==> src/rtl/fb_arbiter_if.sv <==
// Bus bundle between fb_arbiter and its neighbours: LCD pixel pop side,
// renderer write port and framebuffer SRAM port.
interface fb_arbiter_if #(
  parameter int unsigned ADDR_WIDTH = 19,
  parameter int unsigned DATA_WIDTH = 24
);
  logic                  i_FrameStart;
  logic                  i_PopPx;
  logic [DATA_WIDTH-1:0] o_Px;
  logic                  o_PxValid;
  logic                  o_Underflow;
  logic                  i_WrValid;
  logic [ADDR_WIDTH-1:0] i_WrAddr;
  logic [DATA_WIDTH-1:0] i_WrData;
  logic                  o_WrReady;
  logic [ADDR_WIDTH-1:0] o_MemAddr;
  logic                  o_MemWe;
  logic [DATA_WIDTH-1:0] o_MemWData;
  logic [DATA_WIDTH-1:0] i_MemRData;

  modport slave (
    input  i_FrameStart, i_PopPx, i_WrValid, i_WrAddr, i_WrData, i_MemRData,
    output o_Px, o_PxValid, o_Underflow, o_WrReady, o_MemAddr, o_MemWe, o_MemWData
  );

  modport master (
    output i_FrameStart, i_PopPx, i_WrValid, i_WrAddr, i_WrData, i_MemRData,
    input  o_Px, o_PxValid, o_Underflow, o_WrReady, o_MemAddr, o_MemWe, o_MemWData
  );
endinterface

==> src/rtl/fb_arbiter.sv <==
// Single-port framebuffer arbiter: raster-order display prefetch into a small
// FIFO with deadline priority, leftover memory cycles go to renderer writes.
module fb_arbiter #(
  parameter int unsigned ADDR_WIDTH = 19,
  parameter int unsigned DATA_WIDTH = 24,
  parameter int unsigned H_PX       = 800,
  parameter int unsigned V_PX       = 480,
  parameter int unsigned FIFO_DEPTH = 16,
  parameter int unsigned LOW_WATER  = 8
) (
  input  logic         i_CLK,
  input  logic         i_RSTn,
  fb_arbiter_if.slave  bus
);

  localparam int unsigned PTR_W = $clog2(FIFO_DEPTH);
  localparam int unsigned CNT_W = PTR_W + 1;
  localparam int unsigned RES_W = CNT_W + 1;
  localparam logic [ADDR_WIDTH-1:0] LAST_ADDR = ADDR_WIDTH'(H_PX * V_PX - 1);

  localparam logic [0:0] WAIT_FRAME = 1'b0;
  localparam logic [0:0] RUN        = 1'b1;

  logic [0:0]            state_q, state_d;
  logic [ADDR_WIDTH-1:0] rd_addr_q, rd_addr_d;
  logic                  gen_q, gen_d;
  logic                  rd1_vld_q, rd1_vld_d, rd1_gen_q, rd1_gen_d;
  logic                  rd2_vld_q, rd2_vld_d, rd2_gen_q, rd2_gen_d;
  logic [DATA_WIDTH-1:0] fifo_q [FIFO_DEPTH];
  logic [DATA_WIDTH-1:0] fifo_d [FIFO_DEPTH];
  logic [PTR_W-1:0]      wr_ptr_q, wr_ptr_d, rd_ptr_q, rd_ptr_d;
  logic [CNT_W-1:0]      count_q, count_d;
  logic                  underflow_q, underflow_d;
  logic [ADDR_WIDTH-1:0] mem_addr_q, mem_addr_d;
  logic                  mem_we_q, mem_we_d;
  logic [DATA_WIDTH-1:0] mem_wdata_q, mem_wdata_d;

  logic             run, urgent, rd_grant, wr_grant, wr_ready;
  logic             live1, live2, push, pop_ok, fs;
  logic [RES_W-1:0] reserve;

  always_comb begin
    fs       = bus.i_FrameStart;
    run      = (state_q == RUN);
    // Reads from an older generation are already squashed and no longer reserve space.
    live1    = rd1_vld_q && (rd1_gen_q == gen_q);
    live2    = rd2_vld_q && (rd2_gen_q == gen_q);
    reserve  = RES_W'(count_q) + RES_W'(live1) + RES_W'(live2);
    urgent   = run && (reserve < RES_W'(LOW_WATER));
    wr_ready = !urgent;
    rd_grant = run && !fs &&
               (urgent || (!bus.i_WrValid && (reserve < RES_W'(FIFO_DEPTH))));
    wr_grant = !rd_grant && bus.i_WrValid && wr_ready;
    pop_ok   = bus.i_PopPx && (count_q != '0);
    push     = live2 && !fs;
  end

  always_comb begin
    state_d     = state_q;
    rd_addr_d   = rd_addr_q;
    gen_d       = gen_q;
    fifo_d      = fifo_q;
    wr_ptr_d    = wr_ptr_q;
    rd_ptr_d    = rd_ptr_q;
    count_d     = count_q + CNT_W'(push) - CNT_W'(pop_ok);
    underflow_d = underflow_q || (bus.i_PopPx && (count_q == '0));
    mem_addr_d  = mem_addr_q;
    mem_we_d    = 1'b0;
    mem_wdata_d = mem_wdata_q;
    rd1_vld_d   = rd_grant;
    rd1_gen_d   = gen_q;
    rd2_vld_d   = rd1_vld_q;
    rd2_gen_d   = rd1_gen_q;

    if (push) begin
      fifo_d[wr_ptr_q] = bus.i_MemRData;
      wr_ptr_d         = wr_ptr_q + PTR_W'(1);
    end
    if (pop_ok) begin
      rd_ptr_d = rd_ptr_q + PTR_W'(1);
    end

    if (rd_grant) begin
      mem_addr_d = rd_addr_q;
      if (rd_addr_q == LAST_ADDR) begin
        state_d = WAIT_FRAME;
      end else begin
        rd_addr_d = rd_addr_q + ADDR_WIDTH'(1);
      end
    end else if (wr_grant) begin
      mem_addr_d  = bus.i_WrAddr;
      mem_we_d    = 1'b1;
      mem_wdata_d = bus.i_WrData;
    end

    // Flipping the generation orphans both pipeline stages without touching them.
    if (fs) begin
      state_d   = RUN;
      rd_addr_d = '0;
      gen_d     = !gen_q;
      count_d   = '0;
      wr_ptr_d  = '0;
      rd_ptr_d  = '0;
    end
  end

  always_ff @(posedge i_CLK or negedge i_RSTn) begin
    if (!i_RSTn) begin
      state_q     <= WAIT_FRAME;
      rd_addr_q   <= '0;
      gen_q       <= 1'b0;
      rd1_vld_q   <= 1'b0;
      rd1_gen_q   <= 1'b0;
      rd2_vld_q   <= 1'b0;
      rd2_gen_q   <= 1'b0;
      fifo_q      <= '{default: '0};
      wr_ptr_q    <= '0;
      rd_ptr_q    <= '0;
      count_q     <= '0;
      underflow_q <= 1'b0;
      mem_addr_q  <= '0;
      mem_we_q    <= 1'b0;
      mem_wdata_q <= '0;
    end else begin
      state_q     <= state_d;
      rd_addr_q   <= rd_addr_d;
      gen_q       <= gen_d;
      rd1_vld_q   <= rd1_vld_d;
      rd1_gen_q   <= rd1_gen_d;
      rd2_vld_q   <= rd2_vld_d;
      rd2_gen_q   <= rd2_gen_d;
      fifo_q      <= fifo_d;
      wr_ptr_q    <= wr_ptr_d;
      rd_ptr_q    <= rd_ptr_d;
      count_q     <= count_d;
      underflow_q <= underflow_d;
      mem_addr_q  <= mem_addr_d;
      mem_we_q    <= mem_we_d;
      mem_wdata_q <= mem_wdata_d;
    end
  end

  assign bus.o_Px        = fifo_q[rd_ptr_q];
  assign bus.o_PxValid   = (count_q != '0);
  assign bus.o_Underflow = underflow_q;
  assign bus.o_WrReady   = wr_ready;
  assign bus.o_MemAddr   = mem_addr_q;
  assign bus.o_MemWe     = mem_we_q;
  assign bus.o_MemWData  = mem_wdata_q;

endmodule

==> src/flat_wrapper.sv <==
// flat-port wrapper written by rule: the top's interface ports become plain ports
module fb_arbiter_flat 
#(
  parameter int unsigned ADDR_WIDTH = 19,
  parameter int unsigned DATA_WIDTH = 24,
  parameter int unsigned H_PX       = 800,
  parameter int unsigned V_PX       = 480,
  parameter int unsigned FIFO_DEPTH = 16,
  parameter int unsigned LOW_WATER  = 8
)
  (i_CLK, i_RSTn, bus_i_FrameStart, bus_i_PopPx, bus_i_WrValid, bus_i_WrAddr, bus_i_WrData, bus_i_MemRData, bus_o_Px, bus_o_PxValid, bus_o_Underflow, bus_o_WrReady, bus_o_MemAddr, bus_o_MemWe, bus_o_MemWData);
  fb_arbiter_if #(.ADDR_WIDTH(ADDR_WIDTH), .DATA_WIDTH(DATA_WIDTH)) bus_i ();
  input  logic i_CLK;
  input  logic i_RSTn;
  input wire logic [$bits(bus_i.i_FrameStart)-1:0] bus_i_FrameStart;
  input wire logic [$bits(bus_i.i_PopPx)-1:0] bus_i_PopPx;
  input wire logic [$bits(bus_i.i_WrValid)-1:0] bus_i_WrValid;
  input wire logic [$bits(bus_i.i_WrAddr)-1:0] bus_i_WrAddr;
  input wire logic [$bits(bus_i.i_WrData)-1:0] bus_i_WrData;
  input wire logic [$bits(bus_i.i_MemRData)-1:0] bus_i_MemRData;
  output wire logic [$bits(bus_i.o_Px)-1:0] bus_o_Px;
  output wire logic [$bits(bus_i.o_PxValid)-1:0] bus_o_PxValid;
  output wire logic [$bits(bus_i.o_Underflow)-1:0] bus_o_Underflow;
  output wire logic [$bits(bus_i.o_WrReady)-1:0] bus_o_WrReady;
  output wire logic [$bits(bus_i.o_MemAddr)-1:0] bus_o_MemAddr;
  output wire logic [$bits(bus_i.o_MemWe)-1:0] bus_o_MemWe;
  output wire logic [$bits(bus_i.o_MemWData)-1:0] bus_o_MemWData;
  assign bus_i.i_FrameStart = bus_i_FrameStart;
  assign bus_i.i_PopPx = bus_i_PopPx;
  assign bus_i.i_WrValid = bus_i_WrValid;
  assign bus_i.i_WrAddr = bus_i_WrAddr;
  assign bus_i.i_WrData = bus_i_WrData;
  assign bus_i.i_MemRData = bus_i_MemRData;
  assign bus_o_Px = bus_i.o_Px;
  assign bus_o_PxValid = bus_i.o_PxValid;
  assign bus_o_Underflow = bus_i.o_Underflow;
  assign bus_o_WrReady = bus_i.o_WrReady;
  assign bus_o_MemAddr = bus_i.o_MemAddr;
  assign bus_o_MemWe = bus_i.o_MemWe;
  assign bus_o_MemWData = bus_i.o_MemWData;
  fb_arbiter #(.ADDR_WIDTH(ADDR_WIDTH), .DATA_WIDTH(DATA_WIDTH), .H_PX(H_PX), .V_PX(V_PX), .FIFO_DEPTH(FIFO_DEPTH), .LOW_WATER(LOW_WATER)) u_core (.i_CLK(i_CLK), .i_RSTn(i_RSTn), .bus(bus_i));
endmodule
==> config.mk <==
export PLATFORM = sky130hd
export DESIGN_NAME = fb_arbiter_flat
export DESIGN_NICKNAME = d
export VERILOG_FILES = /design/src/rtl/fb_arbiter_if.sv /design/src/rtl/fb_arbiter.sv /design/src/flat_wrapper.sv
export SDC_FILE = /design/constraint.sdc
export NUM_CORES = 1
export LEC_CHECK = 0
export CAP_MARGIN = 30
export CORE_ASPECT_RATIO = 1.5
export CORE_MARGIN = 10
export CORE_UTILIZATION = 57
export DETAILED_ROUTE_END_ITERATION = 12
export GPL_TIMING_DRIVEN = 0
export PLACE_DENSITY = 0.77
export SLEW_MARGIN = 20
export SYNTH_ARGS = -nofsm -noshare
export SYNTH_HDL_FRONTEND = slang
export SYNTH_SLANG_ARGS = --single-unit
==> constraint.sdc <==
create_clock -name i_CLK -period 3.08 [get_ports i_CLK]
set_input_delay 0.462 -clock i_CLK [delete_from_list [all_inputs] [get_ports i_CLK]]
set_output_delay 0.462 -clock i_CLK [all_outputs]
set_load 0.01 [all_outputs]
After elaboration in Yosys (flattened, before gate mapping) --
Cells that the tools add are included.
Word-level totals: input port bits 72, output and inout bits 71, flip-flop bits (word level) 467
Operators by class: order comparisons 5, bitwise logic cells 3, add/subtract/negate cells 7, reduce and logical (&&, ||, !) cells 29, muxes and demuxes 21, eq/ne operators 4
Operator list (number):
- bitwise mux 384 bit | 1
- binary-select mux 24 bit (select 4 bit) | 1
- demux 24 bit (select 4 bit) | 1
- 2-to-1 mux 19 bit | 5
- 2-to-1 mux 24 bit | 3
- adder 19 x 1 -> 19 bit, second input constant | 1
- equality test 19 bit, second input constant | 1
- 2-to-1 mux 4 bit | 4
- logical AND 1 bit | 12
- greater-or-equal comparator 5 bit, second input constant | 2
- NOT 4 -> 5 bit | 2
- nonzero test 2 bit | 5
- adder 4 x 1 -> 4 bit, second input constant | 2
- adder 5 x 1 -> 6 bit | 1
- adder 6 x 1 -> 6 bit | 1
- less-than comparator 6 x 4 -> 1 bit, second input constant | 1
- less-than comparator 6 x 5 -> 1 bit, second input constant | 1
- AND reduction 2 bit | 3
- adder 5 x 1 -> 5 bit | 1
- logical NOT 1 bit | 5
- logical NOT 5 bit | 1
- less-than comparator 5 x 1 -> 1 bit, second input constant | 1
- 2-to-1 mux 1 bit | 5
- 2-to-1 mux 5 bit | 1
- 6 further kinds | 8

Depth between registers and ports, before layout --
word-level depth 13, gate-level depth with buffers 13

Least setup slack after synthesis --
Ideal clock, no wire load.
path kind register to register, start point reg u_core.count_q[3], end point reg u_core.count_q[4], cell stages (with the launch flop) 14, library setup time 0.078 ns, data arrival time 2.713 ns, path buffers 1, path slack 0.289 ns, path through dfrtp_1 > inv_1 > ha_1 > nor4b_1 > nor2b_1 > clkbuf_1 > ha_1 > inv_1 > ha_1 > fa_1 > a21oi_1 > nor2_1 > or3_1 > a21oi_1
Between the ends: word-level cells in the longest chain between the ends 4, elaborated cells between the ends (all ways) 5, those cells by class 2 x add/sub; 1 x mux; 2 x reduce/logical
RTL lines:
- from (decl) | RTL line fb_arbiter.sv:32 | logic [CNT_W-1:0] count_q, count_d;
- from (signal assigned) | RTL line fb_arbiter.sv:135 | count_q <= count_d;
- parallel branches: the longest is 2 deep, another holds adder 5 x 1 -> 5 bit
- subtractor 5 x 1 -> 5 bit (*) | RTL line fb_arbiter.sv:65 | count_d = count_q + CNT_W'(push) - CNT_W'(pop_ok);
- 2-to-1 mux 5 bit (*) | RTL line fb_arbiter.sv:97 | if (fs) begin
- via u_core.count_d[4] | RTL line fb_arbiter.sv:32
Mark *: on every way through the listed nets, which the timed path passes. A chain may end at the register's enable or synchronous reset.

Final worst setup path --
start point reg u_core.rd_ptr_q[0], end point out bus_o_Px[3]
Between the ends: word-level cells in the longest chain between the ends 4
RTL lines:
- from (decl) | RTL line fb_arbiter.sv:31 | logic [PTR_W-1:0] wr_ptr_q, wr_ptr_d, rd_ptr_q, rd_ptr_d;
- from (signal assigned) | RTL line fb_arbiter.sv:134 | rd_ptr_q <= rd_ptr_d;
- NOT 4 -> 5 bit (not written as such) | RTL line fb_arbiter.sv:143 | assign bus.o_Px = fifo_q[rd_ptr_q];
- binary-select mux 24 bit (select 4 bit) | RTL line fb_arbiter.sv:143
- 2-to-1 mux 24 bit (not written as such) (2 in a row) | RTL line fb_arbiter.sv:143
- to (decl) | RTL line flat_wrapper.sv:21 | output wire logic [$bits(bus_i.o_Px)-1:0] bus_o_Px;
No other way between the ends. The select of a mux whose other input is x is not followed.

==> summary.md <==
| Metric | Value |
|---|---|
| First-pass DRT Iterations | 5 |
| Clk buf depth | 3 |
| Layout Nets | around 1700 |
| LEAKAGE | 11.84 nW |
| Worst Skew | approximately 0.016 ns |
| Area grow syn2layout | 20.01% |
| Worst skew pair latency | 0.56 ns |
| Netlist cell types | 46 |
| Tcrit/Tclk final | 1.000 |
| Post-Syn Area per Cell | 15.51 um^2 |
| CP Capture Point | bus_o_Px[3] |
| Worst slack at placement | -0.9726 ns |
| Vias per inst | 6.025 |
| Min cycle time layout | ~3.1 ns |
| Hold Fails Final Rpt | 0 |
| IO buf count | 141 |
| Final HPWL DP | 34280 um |
| Gate Count Post-Synth | around 1400 |
| Diodes inserted | 0 |
| Sequential area share after synthesis | 0.5518 |
| Min-Delay Path Class | reg2reg |
| Critical Path Stages | 7 |
| DRC | 0 |
| Synthesized cell area | 21180 um^2 |
| Status | complete, but fails checks |
| Top delay family on crit path | multiplexers |
| Fillers | 2502 |
| Root buffer selected by CTS | clkbuf_16 |
| Final wirelength | 50830 um |
| Endpoints failing setup | 1 |
| Synth Flop Type | dfrtp_1 |
| DR vias | about 13000 |
| R2r endpoint | u_core.bus.o_MemWData[22]$_DFFE_PN0P_ |
| Final Power | 19.37 mW |
| Most Frequent Cell on Critical Path | buf_12 |
| Slowest stage cell, crit path | mux4_2 |
| Share of layout cells above drive strength 1 | 0.4568 |
| CP Launch Type | register |
| Worst-Margin Slew | 0.6960 ns |
| Cell Count, Final, Fillers Out | around 2100 |
| Reg-to-Reg Start | u_core.gen_q$_DFFE_PN0P_ |
| Synth warn | 0 |
| Fmax achieved | 324.6 MHz |
| Slowest Stage Delay on Critical Path | 0.52 ns |
| GRT Total Usage | 0.2263 |
| Initial Util | 0.5771 |
| RePlAce Congestion | 0.8123 |
| Reg-to-reg setup timing slack | 0.14 ns |
| Buffers and inverters on the worst path | 5 |
| Top-Level Pins | 143 |
| Relative slew slack | 0.5343 |
| Post-synth EDFFs | 0 |
| Initial antenna violation count | 0 |
| Critical path data arrival time | roughly 2.6 ns |
| Total CTS buffers | 44 |
| # H-tree levels | 2 |
| Die Span Y | 256.1 um |
| CTS tree | built |
| Initial DRC Count | 871 |
| Die Span X | 177.4 um |
| Yosys reg bits | 467 |
| WL/cell | 24.29 um |
| Number of global-route vias before repair | 14030 |
| Worst Slack Setup Final | -0.0006142 ns |
| Worst EP required | 2.62 ns |
| Commonest non-fill, non-tap cell in the layout | dfrtp_1 |
| Core Footprint | 36690 um^2 |
| Final max-slew violation count | 0 |
| Worst-path clk slew | 0.06 ns |
| Pin count of the biggest net entering global routing | 102 |
| Most frequent cells in the layout | 464 x dfrtp_1, 408 x mux2_2, 120 x mux4_2, 115 x clkdlybuf4s50_1 |
| Antenna-violating nets left | 0 |
| Setup CP Type | reg2out |
| CP startpoint | u_core.rd_ptr_q[0]$_DFFE_PN0P_ |
| RSZ-0062 raised after global routing | true |
| Number of cell rows | between 80 and 90 |
| Post-synth ARST share | 1.000 |
| PwrDens | 762.2 nW/um^2 |
| Total nets after synthesis | 1454 |
| Crit-path max FO | 7 |
| Placed cells | 1998 |
| CTS sink cnt | 467 |
| First-pass GRT wire length | approximately 80000 um |
| Violated checks | setup timing |
| CP Capture Type | primary output |
| CP Cell Sequence | buf_12, buf_12, buf_12, buf_6, mux4_2, mux4_2, buf_6 |
| Total grt overflow | 0 |
| Worst IR Drop VDD | between 500 and 600 uV |
| Max Cap Viol | 0 |
| Die area | 45420 um^2 |
| Path depth of the worst reg2reg path | 11 |
==> how the worst min path moves through the flow <==
stage	slack [ns]	depth (start not counted)	start	to
6_report	0.40	0	u_core.rd1_gen_q$_DFF_PN0_	u_core.rd2_gen_q$_DFF_PN0_
4_1_cts	0.41	0	u_core.rd1_gen_q$_DFF_PN0_	u_core.rd2_gen_q$_DFF_PN0_
3_3_place_gp	0.38	0	u_core.rd1_gen_q$_DFF_PN0_	u_core.rd2_gen_q$_DFF_PN0_
3_5_place_dp	0.40	0	u_core.rd1_gen_q$_DFF_PN0_	u_core.rd2_gen_q$_DFF_PN0_
2_1_floorplan	0.17	0	i_RSTn	u_core.bus.o_MemAddr[0]$_DFFE_PN0P_
5_1_grt	0.42	0	u_core.rd1_gen_q$_DFF_PN0_	u_core.rd2_gen_q$_DFF_PN0_
==> registers in the layout, summed over array words and instances (netlist names) <==
name                    count
u_core.rd1_vld_q            1
u_core.rd_addr_q           19
u_core.count_q              5
u_core.bus.o_MemWe          1
u_core.bus.o_MemWData      24
u_core.wr_ptr_q             4
u_core.rd1_gen_q            1
u_core.bus.o_Underflow      1
u_core.rd2_gen_q            1
u_core.gen_q                1
u_core.rd2_vld_q            1
u_core.fifo_q             384
u_core.bus.o_MemAddr       19
u_core.run                  1
u_core.rd_ptr_q             4
==> repair_timing <==
| action | CTS | global route |
|---|---|---|
| hold buffers | 1 | 0 |
| gates cloned | 3 | 1 |
| resized for setup | 195 | 17 |
| setup buffers | 20 | 5 |
| endpoints found under the hold margin | 59 | 0 |
| setup endpoints to repair | 76 | 25 |
| pin swaps | 1 | 2 |
==> metal layers <==
layer / vias to the layer above / part of all wire / global-route usage
met5: - / 0 / 0
met1: 6717 / 0.39 / 0.2727
met2: 308 / 0.54 / 0.4036
li1: 5499 / - / -
met3: 87 / 0.042 / 0.03115
met4: 0 / 0.029 / 0.07987
==> layout make-up <==
| type | count | area, um^2 | share of cell area |
|---|---|---|---|
| multi-input combinational | 772 | 8969 | 0.3529 |
| buffer | 105 | 664.4 | 0.02614 |
| clock buffer | 59 | 1259 | 0.04953 |
| tap | 484 | 605.6 | 0.02383 |
| clock inverter | 16 | 246.5 | 0.009699 |
| inverter | 14 | 52.55 | 0.002068 |
| sequential | 467 | 11690 | 0.4600 |
| timing repair buffer | 176 | 1927 | 0.07582 |
==> cells in the mapped netlist, drive strengths merged, types with 5 or more instances <==
| cell | n | area (um^2) |
|---|---|---|
| dfrtp | 467 | 11690 |
| mux2 | 408 | 4594 |
| mux4 | 120 | 2703 |
| clkbuf | 59 | 222.7 |
| buf | 53 | 276.5 |
| nor2 | 47 | 176.4 |
| a21oi | 37 | 185.2 |
| mux2i | 20 | 200.2 |
| ha | 16 | 200.2 |
| nand2 | 16 | 60.06 |
| inv | 14 | 52.55 |
| or4 | 12 | 90.09 |
| nand4 | 11 | 68.82 |
| o31ai | 11 | 82.58 |
| nand3 | 10 | 62.56 |
| xnor2 | 7 | 61.31 |
| xor2 | 6 | 52.55 |
| and3 | 5 | 31.28 |
| nor3 | 5 | 45.04 |
==> metrics by stage <==
step	TNS (ns)	util	hold WS, ns	area (um^2)
after detailed placement	-23.13	0.6370	0.4013	23370
after floorplan	0	-	0.1664	21180
final	-0.0006142	0.6926	0.3977	25410
after CTS	-0.4236	0.6918	0.4065	25380
after global placement	-8479.85	0.6321	0.3792	23190
after global routing	-0.2570	0.6926	0.4231	25410
==> report_power, final <==
group	total [mW]	internal, mW	switching (mW)
clock	5.66	3.37	2.30
sequential	7.54	7.03	0.514
combinational	6.16	3.49	2.67
==> logic make-up (layout without fill, tap and decap cells) <==
kind of cell | Yosys count | after routing | synth area share
adders and majority gates | 17 | 17 | 0.01040
and+or+nand+nor | 126 | 126 | 0.03202
muxes | 548 | 548 | 0.3540
buffers and inverters | 126 | 370 | 0.02606
DFF | 467 | 467 | 0.5518
AOI/OAI and AO/OA | 68 | 68 | 0.02027
xor gates and xnor gates | 13 | 13 | 0.005377
No activity file was read; power rests on OpenSTA's default activity.
